===== config.mk =====
export PLATFORM = sky130hd
export DESIGN_NAME = turn_controller
export DESIGN_NICKNAME = d
export VERILOG_FILES = /design/src/rtl/chess_clock_pkg.sv /design/src/rtl/turn_controller.sv
export SDC_FILE = /design/constraint.sdc
export NUM_CORES = 1
export LEC_CHECK = 0
export ABC_CLOCK_PERIOD_IN_PS = 1200
export BUFFER_PORTS_ARGS = -buffer_cell sky130_fd_sc_hd__clkbuf_2
export CAP_MARGIN = 10
export CORE_MARGIN = 2
export CORE_UTILIZATION = 41
export DETAILED_ROUTE_END_ITERATION = 10
export PLACE_DENSITY_LB_ADDON = 0.08
export RECOVER_POWER = 25
export REMOVE_ABC_BUFFERS = 1
export SYNTH_ARGS = -nofsm -noshare
export SYNTH_HDL_FRONTEND = slang
export SYNTH_SLANG_ARGS = --single-unit

===== constraint.sdc =====
create_clock -name CLK -period 1.2 [get_ports CLK]
set_input_delay 0.06 -clock CLK [delete_from_list [all_inputs] [get_ports CLK]]
set_output_delay 0.06 -clock CLK [all_outputs]
set_load 0.005 [all_outputs]

===== src/rtl/chess_clock_pkg.sv =====
// Shared definitions for the chess clock: turn controller state codes and player IDs.
package chess_clock_pkg;

  localparam int STATE_W = 3;

  typedef enum logic [STATE_W-1:0] {
    S_IDLE    = 3'd0,
    S_RUN_A   = 3'd1,
    S_RUN_B   = 3'd2,
    S_PAUSED  = 3'd3,
    S_FLAGGED = 3'd4
  } state_t;

  typedef enum logic {
    PLAYER_A = 1'b0,
    PLAYER_B = 1'b1
  } player_t;

endpackage


===== src/rtl/turn_controller.sv =====
// Chess clock turn controller: one FSM deciding whose timer runs, plus TICK gating.
// Define TURN_CONTROLLER_INCREMENT_EN to pulse ADD_A/ADD_B on each completed turn.
module turn_controller
  import chess_clock_pkg::*;
#(
  parameter bit START_PLAYER = 1'b0
) (
  input  logic               CLK,
  input  logic               CLR_N,
  input  logic               START,
  input  logic               PAUSE,
  input  logic               BTN_A,
  input  logic               BTN_B,
  input  logic               TICK,
  input  logic               ZERO_A,
  input  logic               ZERO_B,
  output logic               LOAD_TIMERS,
  output logic               CE_A,
  output logic               CE_B,
  output logic               IMPULSE_A,
  output logic               IMPULSE_B,
  output logic               ADD_A,
  output logic               ADD_B,
  output logic               ACTIVE,
  output logic               FLAG_A,
  output logic               FLAG_B,
  output logic [STATE_W-1:0] STATE
);

`ifdef TURN_CONTROLLER_INCREMENT_EN
  localparam bit INCREMENT_EN = 1'b1;
`else
  localparam bit INCREMENT_EN = 1'b0;
`endif

  state_t state;
  logic   active;
  logic   ce_a, ce_b;
  logic   flag_a, flag_b;
  logic   add_a, add_b;

  // Only a lone button press ends a turn; both at once is treated as noise.
  logic press_a, press_b;
  assign press_a = BTN_A & ~BTN_B;
  assign press_b = BTN_B & ~BTN_A;

  always_ff @(posedge CLK or negedge CLR_N) begin
    if (!CLR_N) begin
      state  <= S_IDLE;
      active <= START_PLAYER;
      ce_a   <= 1'b0;
      ce_b   <= 1'b0;
      flag_a <= 1'b0;
      flag_b <= 1'b0;
      add_a  <= 1'b0;
      add_b  <= 1'b0;
    end else begin
      // NOTE: non-blocking defaults first; any branch below may override them, giving one-cycle pulses.
      add_a <= 1'b0;
      add_b <= 1'b0;
      case (state)
        S_IDLE: begin
          if (START) begin
            active <= START_PLAYER;
            ce_a   <= (START_PLAYER == PLAYER_A);
            ce_b   <= (START_PLAYER == PLAYER_B);
            state  <= (START_PLAYER == PLAYER_B) ? S_RUN_B : S_RUN_A;
          end
        end
        S_RUN_A: begin
          // Running out of time outranks any move or pause arriving with it.
          if (ZERO_A) begin
            state  <= S_FLAGGED;
            flag_a <= 1'b1;
            ce_a   <= 1'b0;
          end else if (PAUSE) begin
            state <= S_PAUSED;
            ce_a  <= 1'b0;
          end else if (press_a) begin
            state  <= S_RUN_B;
            active <= PLAYER_B;
            ce_a   <= 1'b0;
            ce_b   <= 1'b1;
            add_a  <= INCREMENT_EN;
          end
        end
        S_RUN_B: begin
          if (ZERO_B) begin
            state  <= S_FLAGGED;
            flag_b <= 1'b1;
            ce_b   <= 1'b0;
          end else if (PAUSE) begin
            state <= S_PAUSED;
            ce_b  <= 1'b0;
          end else if (press_b) begin
            state  <= S_RUN_A;
            active <= PLAYER_A;
            ce_b   <= 1'b0;
            ce_a   <= 1'b1;
            add_b  <= INCREMENT_EN;
          end
        end
        S_PAUSED: begin
          // ACTIVE still names the paused player, so it doubles as the resume target.
          if (PAUSE) begin
            state <= active ? S_RUN_B : S_RUN_A;
            ce_a  <= ~active;
            ce_b  <= active;
          end
        end
        S_FLAGGED: begin
          if (START) begin
            state  <= S_IDLE;
            active <= START_PLAYER;
            flag_a <= 1'b0;
            flag_b <= 1'b0;
          end
        end
        default: state <= S_IDLE;
      endcase
    end
  end

  // Gating on the registered state hands a TICK in a handover cycle to the player being left.
  assign IMPULSE_A   = TICK & (state == S_RUN_A);
  assign IMPULSE_B   = TICK & (state == S_RUN_B);
  assign LOAD_TIMERS = (state == S_IDLE);
  assign CE_A        = ce_a;
  assign CE_B        = ce_b;
  assign ADD_A       = add_a;
  assign ADD_B       = add_b;
  assign ACTIVE      = active;
  assign FLAG_A      = flag_a;
  assign FLAG_B      = flag_b;
  assign STATE       = state;

endmodule

==> results by group <==
Yosys
  • Ranking of synthesized cells by area: dfrtp_1, o21ai_0, inv_1
  • Synth Area in Adders: 0
  • Yosys warns: 0
  • Sequential area share after synthesis: 0.362
  • Largest family of logic cells by synthesized area: compound AO/OA/AOI/OAI gates
  • Synth Area in XOR/XNOR: 0
  • Yosys cell types: 24
  • Yosys top cell by area: dfrtp_1
  • Asr flop ratio synth: 1.00
  • EDFF count, synth: 0
  • Synth Area in Simple Gates: 0.242
  • Yosys top cell area share: 0.362
  • Synthesized cell area: around 550 um^2
  • Synth Area in Compound Gates: 0.253
  • Cell count after synthesis: 68
  • Mux share of post-synthesis cell area: 0.0204
  • Top FF cell, synth: dfrtp_1
  • Avg Cell Area, Syn: roughly 8.1 um^2
  • #FFs+latches synth: 8

Timing
  • Worst hold-check slack: between 0.15 and 0.2 ns
  • Final Hold Vio Count: 0
  • Final WS setup: -0.165 ns
  • Clk_skew: 0.00316 ns
  • Final setup vio count: 8
  • Minimum clock period: between 1 and 1.5 ns
  • Final period util: 1.14
  • RSZ-0062 raised after global routing: yes
  • F_max: 733 MHz
  • Fin. max-slew vios: 0

Global routing
  • Largest net degree at the start of global routing: 9
  • Global-route wire length before repair: 2550 um
  • Number of global-route vias before repair: approximately 570
  • GR Util All Layers: 0.243
  • Antenna violations before repair: 0
  • Gr ovfl total: 0

Place
  • I/O Buffers: 19
  • GPL Wtd Cong: between 0.9 and 1
  • Dpl ws: -0.112 ns
  • DP Cell Count: between 100 and 150
  • Post-DP HPWL: 1150 um

Critical path
  • Slowest cell on crit path: dfrtp_2
  • Delay of the slowest critical-path stage: between 0.4 and 0.5 ns
  • Crit-path max FO: 7
  • R2r setup slk: -0.11 ns
  • CP Class: flip-flop to primary output
  • Critical path capture point type: primary output
  • CP Launch Type: flip-flop
  • Cell mode on critical path: buf_6
  • Req. time, crit path: between 1 and 1.5 ns
  • Worst EP arrival: roughly 1.3 ns
  • Worst path cell trace: buf_6 -> nor2b_4 -> and3_4 -> buf_6

Die
  • DIE WIDTH: between 40 and 50 um
  • Row count: 13
  • DIE AREA: approximately 1700 um^2
  • Chip height: 40.7 um
  • Floorplan core area: ~1300 um^2
  • Initial Utilization: 0.430
  • # IOs: 22

Clocking
  • CTS Sinks: 8
  • Clock Path Buffers: 2
  • Inserted Clock Buffers: 3
  • CTS tree: done
  • Clock transition at path regs: approximately 0.060 ns
  • Root Driver: clkbuf_4
  • H-tree levels: 1
  • Clk_lat worst skew: between 0.2 and 0.3 ns

Outcome
  • Failing checks: negative setup slack
  • Outcome: complete, but fails checks

Flow run
  • Max-cap violations: 0

Final layout
  • Area of the multi-input gates: ~370 um^2
  • Fillers: slightly below 90
  • Nets@finish: around 120
  • Register Area: slightly above 200 um^2
  • Syn-to-layout area delta: 71.3%
  • Antenna diodes: 0
  • Share of layout cells above drive strength 1: 0.591
  • Layout Cells excl Fill: roughly 130
  • Final core occ: 0.737

Pwr
  • VDD IR max: between 0.001 and 0.0015 V
  • Final Power: roughly 0.0022 W
  • Pleak: roughly 0.45 nW
  • Pwr/cell area: around 2400 nW/um^2

Detailed routing
  • Initial DRC Count: 33
  • Routed vias: a little over 700
  • Vias per cell: about 5.8
  • WL final: roughly 2000 um
  • Number of routed nets with antenna violations: 0
  • DRC: 0
  • Wire per inst: around 16 um
  • Initial DRT Pass Iterations: 4

Worst hold path
  • Hold WC Path Type: primary input to flip-flop
## layout make-up
type / count / share of cell area
Timing Repair Buffer: 42 / 0.322
Tap cell: 15 / 0.0198
Sequential cell: 8 / 0.213
Clock buffer: 3 / 0.0238
Multi-Input combinational cell: 50 / 0.390
Inverter: 7 / 0.0317
## routing by layer
metal,global-route usage,part of all wire,up-vias
li1,-,-,327
met1,0.298,0.41,340
met2,0.417,0.50,52
met3,0.0489,0.083,8
met4,0.0833,0.0097,0
met5,0,0,-
## stage by stage
stage	TNS, ns	area [um^2]
after global placement	-0.234	738
after floorplan	-0.364	519
final	-0.717	947
after CTS	-0.541	858
after global routing	-1.14	947
after detailed placement	-0.322	738
## timing repair
item | CTS | global route
setup endpoints to repair | 8 | 11
endpoints found under the hold margin | 8 | 0
hold buffers | 1 | 0
resized for setup | 20 | 18
pin swaps | 9 | 9
buffers inserted | 4 | 4
## cells in the final DEF, fill, tap and decap left out, types with 2 or more instances in the layout
| cell | n |
|---|---|
| dfrtp_1 | 7 |
| buf_4 | 14 |
| clkbuf_2 | 15 |
| o21ai_1 | 5 |
| a21oi_1 | 2 |
| o21ai_0 | 2 |
| o22ai_1 | 2 |
| clkbuf_4 | 3 |
| inv_1 | 5 |
| nor3_2 | 3 |
| conb_1 | 2 |
| buf_6 | 9 |
| o21ai_2 | 2 |
| a21oi_2 | 4 |
| buf_2 | 2 |
| nor2_1 | 2 |
| and3_4 | 2 |
| nand3_1 | 2 |
| nand2_1 | 6 |
| a31oi_1 | 2 |
## cell families after synthesis
family | after synthesis
flip-flops | 8
buffers and inverters | 11
other | 1
multiplexers | 1
AND/OR/NAND/NOR | 25
AO/OA/AOI/OAI | 22
## critical path: cells and delay by family (launching register included)
kind | cells | cell delay [ns]
simple gates | 2 | 0.36
flops | 1 | 0.47
buf+inv | 2 | 0.21
## worst paths after layout
check,startpoint,end,cells past startpoint
worst min-delay path,ZERO_A,ACTIVE,3
worst max-delay path,STATE[1],IMPULSE_B,4
max in group asynchronous,CLR_N,STATE[1],2
worst min register to register,CE_B,CE_B,1
worst max register to register,STATE[1],CE_B,4
min in group asynchronous,CLR_N,FLAG_A,2
## where the power goes
| group | total [W] | internal (W) | switching, W |
|---|---|---|---|
| sequential | 0.000521 | 0.000392 | 0.000128 |
| clock | 0.000223 | 0.000116 | 0.000108 |
| combinational | 0.00149 | 0.000807 | 0.000683 |
## registers in the layout (all words and copies together), names as in the netlist
signal  count
STATE       3
FLAG_A      1
CE_A        1
ACTIVE      1
FLAG_B      1
CE_B        1
## synthesized netlist by cell type, drive strengths merged (2+ instances only)
cell    instances
o21ai           9
dfrtp           8
inv             7
a21oi           6
nand2           6
nor3            5
buf             4
and3            3
nor2            3
a31oi           2
nand2b          2
nand3           2
nor2b           2
o22ai           2
Power figures use the tool's default switching activity.
